`src/rtl/sim_i2c_pkg.sv`:
```
// rtl/sim_i2c_pkg.sv - shared types and constants for the virtual I2C target
// Purpose: FSM state enum, bit-counter width, ACK/NACK bus levels and the
//          open-drain pull helper used by sim_i2c_target.
package sim_i2c_pkg;

  typedef enum logic [3:0] {
    ST_IDLE,
    ST_ADDR,
    ST_ADDR_ACK,
    ST_PTR,
    ST_PTR_ACK,
    ST_WDATA,
    ST_WDATA_ACK,
    ST_RDATA,
    ST_RDATA_ACK,
    ST_IGNORE
  } i2c_tgt_state_e;

  // Counts 0..8 bits of the current byte.
  localparam int unsigned BitCntW = 4;

  localparam logic AckLevel  = 1'b0;
  localparam logic NackLevel = 1'b1;

  // Open-drain: presenting a 0 on the bus means pulling, a 1 means releasing.
  function automatic logic od_pull(logic level);
    return ~level;
  endfunction

endpackage

```
`src/rtl/sim_i2c_target_if.sv`:
```
// rtl/sim_i2c_target_if.sv - I2C pin bundle between the target and the bus top
// Purpose: resolved bus levels in, open-drain drives out.
// Signals: scl_i/sda_i resolved levels; sda_o/scl_o constant 0 data;
//          sda_en_o/scl_en_o pull enables (1 pulls the line low).
// Modports: slave = target side, master = bus/top side.
interface sim_i2c_target_if;
  logic scl_i;
  logic sda_i;
  logic sda_o;
  logic sda_en_o;
  logic scl_o;
  logic scl_en_o;

  modport slave (
    input  scl_i, sda_i,
    output sda_o, sda_en_o, scl_o, scl_en_o
  );

  modport master (
    output scl_i, sda_i,
    input  sda_o, sda_en_o, scl_o, scl_en_o
  );
endinterface

```
`src/rtl/sim_i2c_sync_edge.sv`:
```
// rtl/sim_i2c_sync_edge.sv - 2-flop synchroniser with rise/fall detect
// Ports: clk_i, rst_ni (sync, active-low), in_i async level;
//        lvl_o synchronised level, rise_o/fall_o one-cycle edge strobes.
module sim_i2c_sync_edge (
  input  logic clk_i,
  input  logic rst_ni,
  input  logic in_i,
  output logic lvl_o,
  output logic rise_o,
  output logic fall_o
);

  logic meta_q, sync_q, prev_q;

  // Reset to 1: an idle I2C line is pulled up, so no edge fires on release.
  always_ff @(posedge clk_i) begin
    if (!rst_ni) begin
      meta_q <= 1'b1;
      sync_q <= 1'b1;
      prev_q <= 1'b1;
    end else begin
      meta_q <= in_i;
      sync_q <= meta_q;
      prev_q <= sync_q;
    end
  end

  assign lvl_o  = sync_q;
  assign rise_o = sync_q & ~prev_q;
  assign fall_o = ~sync_q & prev_q;

endmodule

```
`src/rtl/sim_i2c_target.sv`:
```
// rtl/sim_i2c_target.sv - simulation-only virtual I2C target with register file
// Purpose: decodes START/STOP, matches TargetAddr, serves NumRegs bytes with
//          an auto-incrementing pointer; drives SDA (and SCL when stretching)
//          open-drain.
// Ports: clk_i, rst_ni (sync, active-low); bus (sim_i2c_target_if.slave);
//        busy_o address-matched until STOP; wr_valid_o/wr_addr_o/wr_data_o
//        one-cycle register write report.
// Macro: SIM_I2C_TARGET_STRETCH_EN enables SCL stretching after ACK bits.
module sim_i2c_target
  import sim_i2c_pkg::*;
#(
  parameter logic [6:0]  TargetAddr    = 7'h50,
  parameter int          NumRegs       = 16,
  parameter int unsigned StretchCycles = 8,
  localparam int         PtrW          = $clog2(NumRegs)
) (
  input  logic                clk_i,
  input  logic                rst_ni,
  sim_i2c_target_if.slave     bus,
  output logic                busy_o,
  output logic                wr_valid_o,
  output logic [PtrW-1:0]     wr_addr_o,
  output logic [7:0]          wr_data_o
);

  logic scl_s, scl_rise, scl_fall;
  logic sda_s, sda_rise, sda_fall;

  sim_i2c_sync_edge u_scl_sync (
    .clk_i  (clk_i),
    .rst_ni (rst_ni),
    .in_i   (bus.scl_i),
    .lvl_o  (scl_s),
    .rise_o (scl_rise),
    .fall_o (scl_fall)
  );

  sim_i2c_sync_edge u_sda_sync (
    .clk_i  (clk_i),
    .rst_ni (rst_ni),
    .in_i   (bus.sda_i),
    .lvl_o  (sda_s),
    .rise_o (sda_rise),
    .fall_o (sda_fall)
  );

  logic start_det, stop_det;
  assign start_det = sda_fall & scl_s;
  assign stop_det  = sda_rise & scl_s;

  i2c_tgt_state_e     state_q, state_d;
  logic [BitCntW-1:0] cnt_q, cnt_d;
  logic [7:0]         shift_q, shift_d;
  logic [7:0]         tx_q, tx_d;
  logic [PtrW-1:0]    ptr_q, ptr_d;
  logic               rw_q, rw_d;
  logic               nack_q, nack_d;
  logic               sda_en_q, sda_en_d;
  logic               busy_q, busy_d;
  logic               wr_valid_d;
  logic [PtrW-1:0]    wr_addr_d;
  logic [7:0]         wr_data_d;
  logic               ack_end;
  logic [7:0]         regs_q [NumRegs];

  logic [7:0] rx_byte;
  logic       byte_done;
  assign rx_byte   = {shift_q[6:0], sda_s};
  assign byte_done = (cnt_q == BitCntW'(8));

  always_comb begin
    state_d    = state_q;
    cnt_d      = cnt_q;
    shift_d    = shift_q;
    tx_d       = tx_q;
    ptr_d      = ptr_q;
    rw_d       = rw_q;
    nack_d     = nack_q;
    sda_en_d   = sda_en_q;
    busy_d     = busy_q;
    wr_valid_d = 1'b0;
    wr_addr_d  = wr_addr_o;
    wr_data_d  = wr_data_o;
    ack_end    = 1'b0;

    // Bus conditions win over bit sampling and release SDA at once.
    if (stop_det) begin
      state_d  = ST_IDLE;
      cnt_d    = '0;
      sda_en_d = 1'b0;
      busy_d   = 1'b0;
    end else if (start_det) begin
      state_d  = ST_ADDR;
      cnt_d    = '0;
      sda_en_d = 1'b0;
    end else begin
      case (state_q)
        ST_ADDR, ST_PTR, ST_WDATA: begin
          if (scl_rise && !byte_done) begin
            shift_d = rx_byte;
            cnt_d   = cnt_q + BitCntW'(1);
            if (state_q == ST_WDATA && cnt_q == BitCntW'(7)) begin
              wr_valid_d = 1'b1;
              wr_addr_d  = ptr_q;
              wr_data_d  = rx_byte;
              ptr_d      = ptr_q + PtrW'(1);
            end
          end else if (scl_fall && byte_done) begin
            // The SCL fall after the 8th bit opens the ACK slot.
            if (state_q == ST_ADDR) begin
              if (shift_q[7:1] == TargetAddr) begin
                state_d  = ST_ADDR_ACK;
                rw_d     = shift_q[0];
                busy_d   = 1'b1;
                sda_en_d = od_pull(AckLevel);
              end else begin
                state_d = ST_IGNORE;
              end
            end else if (state_q == ST_PTR) begin
              ptr_d    = shift_q[PtrW-1:0];
              state_d  = ST_PTR_ACK;
              sda_en_d = od_pull(AckLevel);
            end else begin
              state_d  = ST_WDATA_ACK;
              sda_en_d = od_pull(AckLevel);
            end
          end
        end

        ST_ADDR_ACK, ST_PTR_ACK, ST_WDATA_ACK: begin
          if (scl_fall) begin
            ack_end  = 1'b1;
            cnt_d    = '0;
            sda_en_d = 1'b0;
            if (state_q == ST_ADDR_ACK && rw_q) begin
              state_d  = ST_RDATA;
              tx_d     = regs_q[ptr_q];
              sda_en_d = od_pull(regs_q[ptr_q][7]);
            end else if (state_q == ST_ADDR_ACK) begin
              state_d = ST_PTR;
            end else begin
              state_d = ST_WDATA;
            end
          end
        end

        ST_RDATA: begin
          if (scl_rise && !byte_done) begin
            cnt_d = cnt_q + BitCntW'(1);
            if (cnt_q == BitCntW'(7)) begin
              ptr_d = ptr_q + PtrW'(1);
            end
          end else if (scl_fall && byte_done) begin
            // Hand SDA to the controller for its ACK/NACK.
            state_d  = ST_RDATA_ACK;
            sda_en_d = 1'b0;
          end else if (scl_fall && cnt_q != '0) begin
            sda_en_d = od_pull(tx_q[6]);
            tx_d     = {tx_q[6:0], 1'b0};
          end
        end

        ST_RDATA_ACK: begin
          if (scl_rise) begin
            nack_d = (sda_s == NackLevel);
          end else if (scl_fall) begin
            ack_end = 1'b1;
            cnt_d   = '0;
            if (nack_q) begin
              state_d  = ST_IGNORE;
              sda_en_d = 1'b0;
            end else begin
              state_d  = ST_RDATA;
              tx_d     = regs_q[ptr_q];
              sda_en_d = od_pull(regs_q[ptr_q][7]);
            end
          end
        end

        default: begin
        end
      endcase
    end
  end

  always_ff @(posedge clk_i) begin
    if (!rst_ni) begin
      state_q    <= ST_IDLE;
      cnt_q      <= '0;
      shift_q    <= '0;
      tx_q       <= '0;
      ptr_q      <= '0;
      rw_q       <= 1'b0;
      nack_q     <= 1'b0;
      sda_en_q   <= 1'b0;
      busy_q     <= 1'b0;
      wr_valid_o <= 1'b0;
      wr_addr_o  <= '0;
      wr_data_o  <= '0;
    end else begin
      state_q    <= state_d;
      cnt_q      <= cnt_d;
      shift_q    <= shift_d;
      tx_q       <= tx_d;
      ptr_q      <= ptr_d;
      rw_q       <= rw_d;
      nack_q     <= nack_d;
      sda_en_q   <= sda_en_d;
      busy_q     <= busy_d;
      wr_valid_o <= wr_valid_d;
      wr_addr_o  <= wr_addr_d;
      wr_data_o  <= wr_data_d;
    end
  end

  always_ff @(posedge clk_i) begin
    if (!rst_ni) begin
      for (int i = 0; i < NumRegs; i++) begin
        regs_q[i] <= 8'(i);
      end
    end else if (wr_valid_d) begin
      regs_q[wr_addr_d] <= wr_data_d;
    end
  end

`ifdef SIM_I2C_TARGET_STRETCH_EN
  localparam int unsigned StretchW = $clog2(StretchCycles + 1);
  logic [StretchW-1:0] stretch_q;

  // Hold SCL low for StretchCycles cycles from the fall that ends an ACK bit.
  always_ff @(posedge clk_i) begin
    if (!rst_ni || stop_det || start_det) begin
      stretch_q <= '0;
    end else if (ack_end) begin
      stretch_q <= StretchW'(StretchCycles);
    end else if (stretch_q != '0) begin
      stretch_q <= stretch_q - StretchW'(1);
    end
  end

  assign bus.scl_en_o = (stretch_q != '0);
`else
  logic unused_stretch;
  assign unused_stretch = ^{StretchCycles, ack_end};
  assign bus.scl_en_o   = 1'b0;
`endif

  assign bus.sda_o    = 1'b0;
  assign bus.scl_o    = 1'b0;
  assign bus.sda_en_o = sda_en_q;
  assign busy_o       = busy_q;

endmodule

```
`src/flat_wrapper.sv`:
```
// flat-port wrapper written by rule: the top's interface ports become plain ports
module sim_i2c_target_flat import sim_i2c_pkg::*;
#(
  parameter logic [6:0]  TargetAddr    = 7'h50,
  parameter int          NumRegs       = 16,
  parameter int unsigned StretchCycles = 8,
  localparam int         PtrW          = $clog2(NumRegs)
)
  (clk_i, rst_ni, busy_o, wr_valid_o, wr_addr_o, wr_data_o, bus_scl_i, bus_sda_i, bus_sda_o, bus_sda_en_o, bus_scl_o, bus_scl_en_o);
  sim_i2c_target_if bus_i ();
  input  logic clk_i;
  input  logic rst_ni;
  output logic busy_o;
  output logic wr_valid_o;
  output logic [PtrW-1:0] wr_addr_o;
  output logic [7:0] wr_data_o;
  input wire logic [$bits(bus_i.scl_i)-1:0] bus_scl_i;
  input wire logic [$bits(bus_i.sda_i)-1:0] bus_sda_i;
  output wire logic [$bits(bus_i.sda_o)-1:0] bus_sda_o;
  output wire logic [$bits(bus_i.sda_en_o)-1:0] bus_sda_en_o;
  output wire logic [$bits(bus_i.scl_o)-1:0] bus_scl_o;
  output wire logic [$bits(bus_i.scl_en_o)-1:0] bus_scl_en_o;
  assign bus_i.scl_i = bus_scl_i;
  assign bus_i.sda_i = bus_sda_i;
  assign bus_sda_o = bus_i.sda_o;
  assign bus_sda_en_o = bus_i.sda_en_o;
  assign bus_scl_o = bus_i.scl_o;
  assign bus_scl_en_o = bus_i.scl_en_o;
  sim_i2c_target #(.TargetAddr(TargetAddr), .NumRegs(NumRegs), .StretchCycles(StretchCycles)) u_core (.clk_i(clk_i), .rst_ni(rst_ni), .bus(bus_i), .busy_o(busy_o), .wr_valid_o(wr_valid_o), .wr_addr_o(wr_addr_o), .wr_data_o(wr_data_o));
endmodule
```
`config.mk`:
```
export PLATFORM = sky130hd
export DESIGN_NAME = sim_i2c_target_flat
export DESIGN_NICKNAME = d
export VERILOG_FILES = /design/src/rtl/sim_i2c_pkg.sv /design/src/rtl/sim_i2c_target_if.sv /design/src/rtl/sim_i2c_sync_edge.sv /design/src/rtl/sim_i2c_target.sv /design/src/flat_wrapper.sv
export SDC_FILE = /design/constraint.sdc
export NUM_CORES = 1
export LEC_CHECK = 0
export ABC_AREA = 0
export BUFFER_PORTS_ARGS = -buffer_cell sky130_fd_sc_hd__buf_2
export CAP_MARGIN = 20
export CORE_UTILIZATION = 60
export DETAILED_ROUTE_END_ITERATION = 7
export PLACE_DENSITY = 0.78
export SLEW_MARGIN = 20
export SYNTH_ARGS = -nofsm -noshare
export SYNTH_HDL_FRONTEND = slang
export SYNTH_SLANG_ARGS = --single-unit
```
`constraint.sdc`:
```
create_clock -name clk_i -period 5.62 [get_ports clk_i]
set_input_delay 0.843 -clock clk_i [delete_from_list [all_inputs] [get_ports clk_i]]
set_output_delay 0.843 -clock clk_i [all_outputs]
set_load 0.05 [all_outputs]
```
# Word level (Yosys, flattened, before mapping)
# Memory sizes are Yosys's and may differ from the RTL's. A register that Yosys moved wholly into a read port is not among the register bits.
# Cells that the tools add are included.
[word_totals] regBits=50 out_inout_bits=18 inputBits=4 memories=1 ram_bits=128
[memory_table] memory="u_core.regs_q" words=16 word_bits=8 rd=1 rd_ports_with_merged_regs=1 wr=16 line_no="sim_i2c_target.sv:64" source="logic [7:0] regs_q [NumRegs];"
[op_classes] mux=73 reduce_logical=28 addsub=2 bitwise=16 n_eq_ne=38
[op_table] op="two-way mux 4 bit" n=29
[op_table] op="two-way mux 7 bit" n=8
[op_table] op="two-way mux 8 bit" n=6
[op_table] op="two-way mux 1 bit" n=23
[op_table] op="!= test 3 x 1 -> 1 bit (second input constant)" n=7
[op_table] op="one-hot mux 7 bit (3 select lines)" n=1
[op_table] op="== test 4 x 3 -> 1 bit (second input constant)" n=5
[op_table] op="!= test 2 x 1 -> 1 bit (second input constant)" n=9
[op_table] op="AND reduction 9 bit" n=2
[op_table] op="one-hot mux 4 bit (4 select lines)" n=1
[op_table] op="AND reduction 8 bit" n=2
[op_table] op="one-hot mux 4 bit (3 select lines)" n=1
[op_table] op="AND reduction 11 bit" n=1
[op_table] op="!= test 2 bit (second input constant)" n=5
[op_table] op="inverter 1 bit" n=10
[op_table] op="!= test 3 x 2 -> 1 bit (second input constant)" n=3
[op_table] op="!= test 3 bit (second input constant)" n=3
[op_table] op="OR reduction 3 bit" n=3
[op_table] op="adder 4 x 1 -> 4 bit (second input constant)" n=2
[op_table] op="== test 4 x 2 -> 1 bit (second input constant)" n=2
[op_table] op="== test 4 bit (second input constant)" n=2
[op_table] op="one-hot mux 4 bit (2 select lines)" n=1
[op_table] op="AND reduction 4 bit" n=2
[op_table] op="nonzero test 4 bit" n=2
[op_table] op="17 further kinds" n=27

# Depth between registers and ports, before layout
[depth] word_depth=12 depth_mapped=8 mapped_depth_nobuf=7

# Cells and area by module
# Synthesis repeated with hierarchy kept, for this count alone.
[unflattened] hier_cells=704 hier_area_um2=8289.2
[modules_own_cells] mod="sim_i2c_target" cells_per_inst=688 seq_area_each_um2=4804.6 instances=1 area_per_inst_um2=8106.5
[modules_own_cells] mod="sim_i2c_sync_edge" cells_per_inst=8 seq_area_each_um2=60.1 instances=2 area_per_inst_um2=91.3

# Least setup slack after synthesis
# Ideal clock, no wire load.
[synth_path] path_kind="register to register" startpoint="reg u_core.cnt_q[0]" endpoint="mem u_core.regs_q[11][0], enable pin" path_stages_with_launch=9 t_required_ps=5291 period_less_slack_ps=2765 path_slack_ps=2855 setup_ps=329 t_arrival_ps=2435 path_cell_list="dfxtp_1 ha_1 nand4b_1 a2111oi_4 buf_6 mux2i_2 buf_6 nand4_1 nand2_1"
[synth_lines] item="from (decl)" line_no="sim_i2c_target.sv:52" source="logic [BitCntW-1:0] cnt_q, cnt_d;"
[synth_lines] item="from (signal assigned)" line_no="sim_i2c_target.sv:202" source="cnt_q <= cnt_d;"
[synth_lines] item="to (decl)" line_no="sim_i2c_target.sv:64"

==> flow_summary.ini <==
[status]
status = completed

[setup_path]
crit_type = in -> reg
cp-start-kind = input port
path_max_fanout = 29
worstSetupEndpointType = flop
crit_arrival_ns = 3.70
crit_required_ns = 5.72

[job]
max_cap_viol_count = 0

[sta]
tightest_slew_ns = 1.01
worst_clock_skew_ns = 0.00939
period_needed_ns = 3.60
tns_ns = 0
hold_viol = 0
slew_headroom = 0.310
timing.hold.ws_ns = 0.415
fin_crit_sh = 0.641
setup_violations = 0
rsz0062_at_grt = no
finalMaxSlewViolations = 0
clock.fmax_ghz = 0.278

[clocking]
clk_path_buf_depth = 2
cts-buffers-inserted = 17
cts_tree = built
numClockSinks = 182
cts_setup_buffers = 0
cts_resized = 0
clock-root-buffer = clkbuf_16
clock_latency_ns = 0.43
clk_pin_slew_ns = 0.06
htreeDepth = 4
cts_hold_buffers = 0

[routing]
vias_per_cell = 6.50
wl_um = 20300
post_drt_wl_per_cell_um = 23.6
dr.pass1.iters = 5
drt_iter0_drc = 625
vias = 5606
ant_nets = 0
drcViolationCount = 0

[power]
peakVddDrop_mv = 0.218
p_leak_nw = 2.95
power.total_mw = 2.76
power_density_nw_per_um2 = 300

[synthesis]
synth_ff_type = edfxtp_1
netlist_area_um2 = 8370
syn-mean-instance-area_um2 = 12.6
synthesis.instances = 666
seq_area_frac_synth = 0.588
synth-seq-cells = 182
synth-edff-count = 128
ys.warnings.count = 0
synth_cell_types = 64
async_reset_ff_frac = 0

[placed_design]
gp_congestion = 0.943
place_hpwl_um = 13400
numPortBuffers = 18
placed_area_um2 = 8580

[global_route]
first_global_vias = 5411
antenna_found_initial = 0
grt_max_degree = 30
grt_pass1_wl_um = 31500
overflow = 0
grt.total_usage = 0.305

[final_layout]
postLayoutCoreUtil = 0.687
insertedDiodeCount = 0
drive_gt1_frac = 0.191
nets = 681
fin_area_um2 = 9200
area_delta_synth_final_pct = 9.91

[floorplanning]
die-area_um2 = 14400
core-area_um2 = 13400
fp-row-count = 42
ios = 22
chipWidth_um = 120
initial_core_util = 0.625
fp.dieH_um = 120

[hold_path]
hold_path.class = reg -> reg
per-layer routing:
metal	vias up	GRT usage	routed length [um]
li1	2469	-	-
met1	2719	0.429	7850
met2	376	0.465	9580
met3	42	0.0784	2450
met4	0	0.0992	448
met5	-	0	0
registers in the layout (all words and copies together), names as in the netlist, 4 cells and up, named ones only:
name and count:
u_core.state_q 4, u_core.regs_q 128, u_core.ptr_q 4, u_core.shift_q 8, u_core.wr_addr_o 4, u_core.tx_q 7, u_core.cnt_q 4, u_core.wr_data_o 8
layout by cell type (no fill, tap or decap), types with 4 or more instances in the layout:
master       n
o21ai_0      7
buf_4       14
nor3_1       8
dfxtp_1     53
nor2b_1      4
nand4_2     11
clkbuf_16   20
mux4_2      35
or3b_2       4
nand4_1      8
a21oi_1     23
nand2_1     45
nor2_1     138
o32ai_1      6
edfxtp_1   128
nand2b_1    28
mux2i_1     38
a211oi_1     5
nand3_1      5
buf_2       18
inv_1       15
a21o_1       4
report_power, final:
part	total (mW)	switching [mW]	internal (mW)
clock network	1.23	0.519	0.707
logic	0.0678	0.0479	0.0199
registers	1.47	0.0147	1.46
critical path, cell delays in order:
cell	delay, ns
buf_2	0.49
inv_1	0.58
a21o_1	0.50
nor3_4	0.58
nand4_2	0.33
nand2_1	0.36
stage by stage:
stage | std cells | worst slack [ns]
floorplan | 668 | 2.86
global placement | 831 | 1.70
detailed placement | 831 | 1.61
CTS | 863 | 2.08
global route | 863 | 1.86
finish | 863 | 2.02
logic make-up after synthesis:
| family | Yosys count | share of synthesized area |
|---|---|---|
| and+or+nand+nor | 279 | 0.175 |
| DFF | 182 | 0.588 |
| muxes | 77 | 0.145 |
| AOI/OAI and AO/OA | 62 | 0.0520 |
| buffers and inverters | 60 | 0.0329 |
| adders and majority gates | 3 | 0.00448 |
| xor gates and xnor gates | 2 | 0.00209 |
| other | 1 | 0.000448 |
synthesized netlist by cell type, types with 2 or more instances:
master,n,share of area
dfxtp_1,54,0.13
nor3_1,8,0.0048
nand3b_1,3,0.0027
nand2_1,45,0.020
mux2i_1,38,0.045
mux2_2,3,0.0040
nor2_1,138,0.062
or3b_2,4,0.0042
nor2b_1,4,0.0030
a2bb2oi_1,2,0.0021
nand2b_1,28,0.021
and2_1,2,0.0015
o21ai_0,7,0.0042
a21o_1,4,0.0036
clkbuf_1,23,0.010
nand4b_1,3,0.0031
and4_1,2,0.0021
buf_2,10,0.0060
buf_6,2,0.0027
inv_1,15,0.0067
nand4_2,11,0.016
mux4_2,35,0.094
a21oi_1,23,0.014
nor4_4,3,0.0076
a31oi_1,2,0.0015
o32ai_1,6,0.0063
buf_4,6,0.0054
nand4_1,8,0.0060
buf_1,4,0.0018
edfxtp_1,128,0.46
nor3_4,2,0.0039
ha_1,3,0.0045
a211oi_1,5,0.0045
nand3_1,5,0.0030
worst paths after layout:
check	slack, ns	startpoint	endpoint	cells after the start
worst min-delay path	0.42	u_core.u_scl_sync.meta_q$_SDFF_PN1_	u_core.u_scl_sync.lvl_o$_SDFF_PN1_	1
worst min register to register	0.42	u_core.u_scl_sync.meta_q$_SDFF_PN1_	u_core.u_scl_sync.lvl_o$_SDFF_PN1_	1
worst max-delay path	2.02	rst_ni	u_core.regs_q[4][4]$_SDFFCE_PN0P_	6
worst max register to register	2.24	u_core.state_q[0]$_SDFFE_PP0P_	u_core.regs_q[11][5]$_SDFFCE_PN0P_	7
layout make-up:
| class | instances | area [um^2] |
|---|---|---|
| clock buffers | 21 | 514 |
| clock inverters | 11 | 104 |
| fillers | 924 | 4200 |
| inverters | 15 | 56.3 |
| multi-input cells | 426 | 3190 |
| flip-flops and latches | 182 | 4930 |
| well taps | 176 | 220 |
| repair buffers | 32 | 195 |
Note: power is estimated with default switching activity, not from simulation.
